`src/rtl/serial_sub.sv`:
```
// Digit-serial subtractor: computes (a - b - bi) mod 2^N, W bits per clock,
// with a registered borrow between slices and a start/busy/done handshake.
module serial_sub #(
    parameter int N = 8,
    parameter int W = 2
) (
    input  logic         i_clk,
    input  logic         i_rst,
    input  logic         i_start,
    input  logic [N-1:0] i_a,
    input  logic [N-1:0] i_b,
    input  logic         i_bi,
    output logic         o_busy,
    output logic         o_done,
    output logic [N-1:0] o_diff,
    output logic         o_bo,
    output logic         o_ovf
);

    localparam int S  = N / W;
    localparam int CW = (S > 1) ? $clog2(S) : 1;
    localparam logic [CW-1:0] LAST = CW'(S - 1);

    generate
        if (N < 1 || W < 1 || W > N || (N % W) != 0) begin : g_bad_param
            $error("serial_sub: illegal N/W combination");
        end
    endgenerate

    typedef enum logic [1:0] {
        ST_IDLE = 2'd0,
        ST_RUN  = 2'd1,
        ST_DONE = 2'd2
    } state_t;

    state_t          r_state;
    state_t          w_next_state;
    logic            w_load;
    logic            w_step;
    logic            w_last;

    logic [N-1:0]    r_a;
    logic [N-1:0]    r_b;
    logic [N-1:0]    r_dreg;
    logic            r_borrow;
    logic [CW-1:0]   r_cnt;
    logic            r_a_msb;
    logic            r_b_msb;

    logic            r_busy;
    logic            r_done;
    logic [N-1:0]    r_diff;
    logic            r_bo;
    logic            r_ovf;

    logic [W:0]      w_slice;
    logic [N+W-1:0]  w_dcat;
    logic [N-1:0]    w_dreg_next;
    logic            w_ovf;

    // Next-state decode and datapath strobes
    always_comb begin
        w_next_state = r_state;
        w_load       = 1'b0;
        w_step       = 1'b0;
        w_last       = (r_cnt == LAST);
        case (r_state)
            ST_IDLE: begin
                if (i_start) begin
                    w_next_state = ST_RUN;
                    w_load       = 1'b1;
                end else begin
                    w_next_state = ST_IDLE;
                end
            end
            ST_RUN: begin
                w_step = 1'b1;
                if (w_last) begin
                    w_next_state = ST_DONE;
                end else begin
                    w_next_state = ST_RUN;
                end
            end
            ST_DONE: begin
                if (i_start) begin
                    w_next_state = ST_RUN;
                    w_load       = 1'b1;
                end else begin
                    w_next_state = ST_IDLE;
                end
            end
            default: begin
                w_next_state = ST_IDLE;
            end
        endcase
    end

    // One slice of subtraction; the extra top bit of the W+1 result is the borrow out
    always_comb begin
        w_slice     = {1'b0, r_a[W-1:0]} - {1'b0, r_b[W-1:0]} - {{W{1'b0}}, r_borrow};
        w_dcat      = {w_slice[W-1:0], r_dreg};
        w_dreg_next = w_dcat[N+W-1:W];
        w_ovf       = (r_a_msb != r_b_msb) && (w_dreg_next[N-1] != r_a_msb);
    end

    // State register
    always_ff @(posedge i_clk) begin
        if (i_rst) begin
            r_state <= ST_IDLE;
        end else begin
            r_state <= w_next_state;
        end
    end

    // Registered handshake outputs, decoded from the next state
    always_ff @(posedge i_clk) begin
        if (i_rst) begin
            r_busy <= 1'b0;
            r_done <= 1'b0;
        end else begin
            r_busy <= (w_next_state == ST_RUN);
            r_done <= (w_next_state == ST_DONE);
        end
    end

    // Operand shift registers, borrow chain, slice counter and result capture
    always_ff @(posedge i_clk) begin
        if (i_rst) begin
            r_a      <= {N{1'b0}};
            r_b      <= {N{1'b0}};
            r_dreg   <= {N{1'b0}};
            r_borrow <= 1'b0;
            r_cnt    <= {CW{1'b0}};
            r_a_msb  <= 1'b0;
            r_b_msb  <= 1'b0;
            r_diff   <= {N{1'b0}};
            r_bo     <= 1'b0;
            r_ovf    <= 1'b0;
        end else if (w_load) begin
            r_a      <= i_a;
            r_b      <= i_b;
            r_borrow <= i_bi;
            r_cnt    <= {CW{1'b0}};
            r_a_msb  <= i_a[N-1];
            r_b_msb  <= i_b[N-1];
        end else if (w_step) begin
            r_a      <= r_a >> W;
            r_b      <= r_b >> W;
            r_dreg   <= w_dreg_next;
            r_borrow <= w_slice[W];
            r_cnt    <= r_cnt + CW'(1);
            if (w_last) begin
                r_diff <= w_dreg_next;
                r_bo   <= w_slice[W];
                r_ovf  <= w_ovf;
            end else begin
                r_diff <= r_diff;
            end
        end else begin
            r_cnt <= r_cnt;
        end
    end

    assign o_busy = r_busy;
    assign o_done = r_done;
    assign o_diff = r_diff;
    assign o_bo   = r_bo;
    assign o_ovf  = r_ovf;

endmodule
```
`config.mk`:
```
export PLATFORM = sky130hd
export DESIGN_NAME = serial_sub
export DESIGN_NICKNAME = d
export VERILOG_FILES = /design/src/rtl/serial_sub.sv
export SDC_FILE = /design/constraint.sdc
export NUM_CORES = 1
export LEC_CHECK = 0
export ABC_CLOCK_PERIOD_IN_PS = 3150
export BUFFER_PORTS_ARGS = -buffer_cell sky130_fd_sc_hd__clkbuf_2
export CAP_MARGIN = 20
export CORE_MARGIN = 3
export CORE_UTILIZATION = 53
export DETAILED_ROUTE_END_ITERATION = 7
export PLACE_DENSITY = 0.73
export SYNTH_ARGS = -nofsm -noshare
export SYNTH_HDL_FRONTEND = slang
export SYNTH_SLANG_ARGS = --single-unit
```
`constraint.sdc`:
```
create_clock -name i_clk -period 3.15 [get_ports i_clk]
set_input_delay 0.315 -clock i_clk [delete_from_list [all_inputs] [get_ports i_clk]]
set_output_delay 0.315 -clock i_clk [all_outputs]
set_load 0.005 [all_outputs]
```
==> results_dict.tcl <==
set metrics [dict create \
    drc 0 \
    dieArea_sq_um 3790 \
    diodes 0 \
    cp.required_ns 3.39 \
    startpoint "r_borrow" \
    worstSetupPathType "reg -> reg" \
    power_density_nw_per_um2 539 \
    cpPeakStageDelay_ns 0.52 \
    rsz0062_at_grt "false" \
    synth_ff_type "dfxtp_1" \
    worstHoldStart "i_b[6]" \
    synth-edff-count 0 \
    period_needed_ns 2.49 \
    ir_worst_vdd_mv 0.289 \
    yosysWarnings 0 \
    yosys.area.top_type "dfxtp_1" \
    leakage_nw 0.722 \
    grt_most_used_layer "met2" \
    grt.overflow.total 0 \
    worst_pin_slew_ns 0.988 \
    track_usage 0.196 \
    use_met1 0.237 \
    seq_area_sq_um 821 \
    ctsRootBufferMaster "clkbuf_4" \
    synthTopCellsByCount "nand2_1, dfxtp_1, a21oi_1, nor2_1, a311oi_1" \
    cts_buffers 5 \
    io_buffers 31 \
    path_cells "inv_1 > fa_1 > inv_1 > ha_1 > or2_2 > fa_1 > nor2_1 > a21oi_1 > a211oi_1" \
    yosys.area.top_type_share 0.502 \
    synthCells 191 \
    grt_start_max_net_pins 42 \
    grt_util_met2 0.318 \
    clk_latency_ns 0.34 \
    fin_crit_sh 0.791 \
    first_iter_violations 74 \
    grt_pass1_vias 1309 \
    cts_setup_buffers 0 \
    firstDrtPassIters 4 \
    num_vias 1397 \
    multi_input_area_sq_um 723 \
    row_count 19 \
    h-tree-depth 2 \
    timing.rr.start "r_borrow" \
    min_path_type "in -> reg" \
    skew_ns 0.00812 \
    setup_viol 0 \
    synth_cell_types 26 \
    syn-num-nets 216 \
    critPathMaxFanout 4 \
    dieHeight_um 61.6 \
    slew_headroom 0.341 \
    cts_tree "done" \
    die_x_um 61.6 \
    core_area_sq_um 2850 \
    hold_violations 0 \
    ctsHoldBuffers 0 \
    nets 240 \
    antenna_found_initial 0 \
    start_util 0.574 \
    ios 32 \
    cp_slowest_cell "fa_1" \
    area_delta_synth_final_pct 11.4 \
    drv_slew 0 \
    synth_area_leaders "dfxtp_1, nand2_1, a21oi_1" \
    antenna_left 0 \
    vias_per_cell 5.66 \
    maxCapViolations 0 \
    synth-seq-cells 41 \
    syn_avg_cell_area_sq_um 8.57 \
    routed_wl_mm 3.36 \
    post-dp-hpwl_mm 2.23 \
    fmax_mhz 401 \
    path_clk_slew_ns 0.12 \
    crit_path_end_kind "register" \
    fillers 259 \
    route.detailed.wl_per_inst_um 13.6 \
    gr-usage-met3 0.0545 \
    async_flop_share 0 \
    start_kind "register" \
    arrival_ns 2.74 \
    fin_tns_setup_ns 0 \
    routabilityCongestion 0.752 \
    synth_most_common_cell "nand2_1" \
    syn_area_sq_um 1640 \
    cts_buffer_depth 2 \
    synth.yosys.seq_area_share 0.502 \
    drive_gt1_frac 0.185 \
    grt_first_pass_wirelength_mm 5.43 \
    status "finished clean" \
    cts-resized-gates 0 \
    hold_ws_ns 0.192 \
    power_mw 0.982 \
    clock_sinks 41 \
]
-- critical path: cells and delay by family (launching register included) --
family	cells	cell delay (ns)
AND/OR/NAND/NOR	2	0.41
adder cells (fa/ha/maj)	3	1.18
flip-flops	1	0.36
AO/OA/AOI/OAI	2	0.33
buffers and inverters	2	0.12
-- worst paths after layout --
check | cells after the start | endpoint | slack (ns)
max reg2reg | 9 | o_ovf | 0.66
max | 9 | o_ovf | 0.66
min | 3 | r_b[6] | 0.19
min reg2reg | 2 | o_diff[1] | 0.46
-- metrics by stage --
stage	setup slack (ns)	utilization	cells	cell area [sq um]
2_1_floorplan	0.867	-	191	1640
3_3_place_gp	0.818	0.614	239	1750
3_5_place_dp	0.689	0.614	239	1750
4_1_cts	0.642	0.639	247	1820
5_1_grt	0.520	0.639	247	1820
6_report	0.657	0.639	247	1820
-- sequential cells by signal (all words and copies together), names as in the netlist --
name      cells
o_diff        8
r_a           8
r_b           8
r_dreg        6
r_cnt         2
r_state       2
o_bo          1
o_busy        1
o_done        1
o_ovf         1
r_a_msb       1
r_b_msb       1
r_borrow      1
-- cell usage in the layout, fill, tap and decap left out, types with 4 or more instances in the layout --
master    count
nand2_1      47
inv_1         4
a311oi_1      9
a21oi_1      22
clkbuf_2     31
dfxtp_1      41
clkbuf_4      5
nand3_1       7
a211oi_1      4
nor2_1       18
-- where the power goes --
part           leakage, nW  switching [mW]  internal, mW
clock               0.0413           0.162         0.130
combinational        0.346          0.0759        0.0525
sequential           0.335          0.0172         0.545
-- per-layer routing --
metal  share of wire  routed length [um]
met4           0.018                  60
met1            0.46                1560
met3           0.051                 171
met2            0.47                1570
met5               0                   0
-- area by class of cell --
class	instances	area share
Clock inverter	1	0.00275
Multi-Input combinational cell	132	0.397
Clock buffer	7	0.0357
Sequential cell	41	0.450
Inverter	4	0.00824
Timing Repair Buffer	31	0.0851
Tap cell	31	0.0213
-- logic make-up after synthesis --
family | share of synthesized area
XOR/XNOR | 0.0107
AO/OA/AOI/OAI | 0.158
flip-flops | 0.502
AND/OR/NAND/NOR | 0.214
multiplexers | 0.0122
buffers and inverters | 0.0566
adder cells (fa/ha/maj) | 0.0474
(Power assumes the default switching activity.)
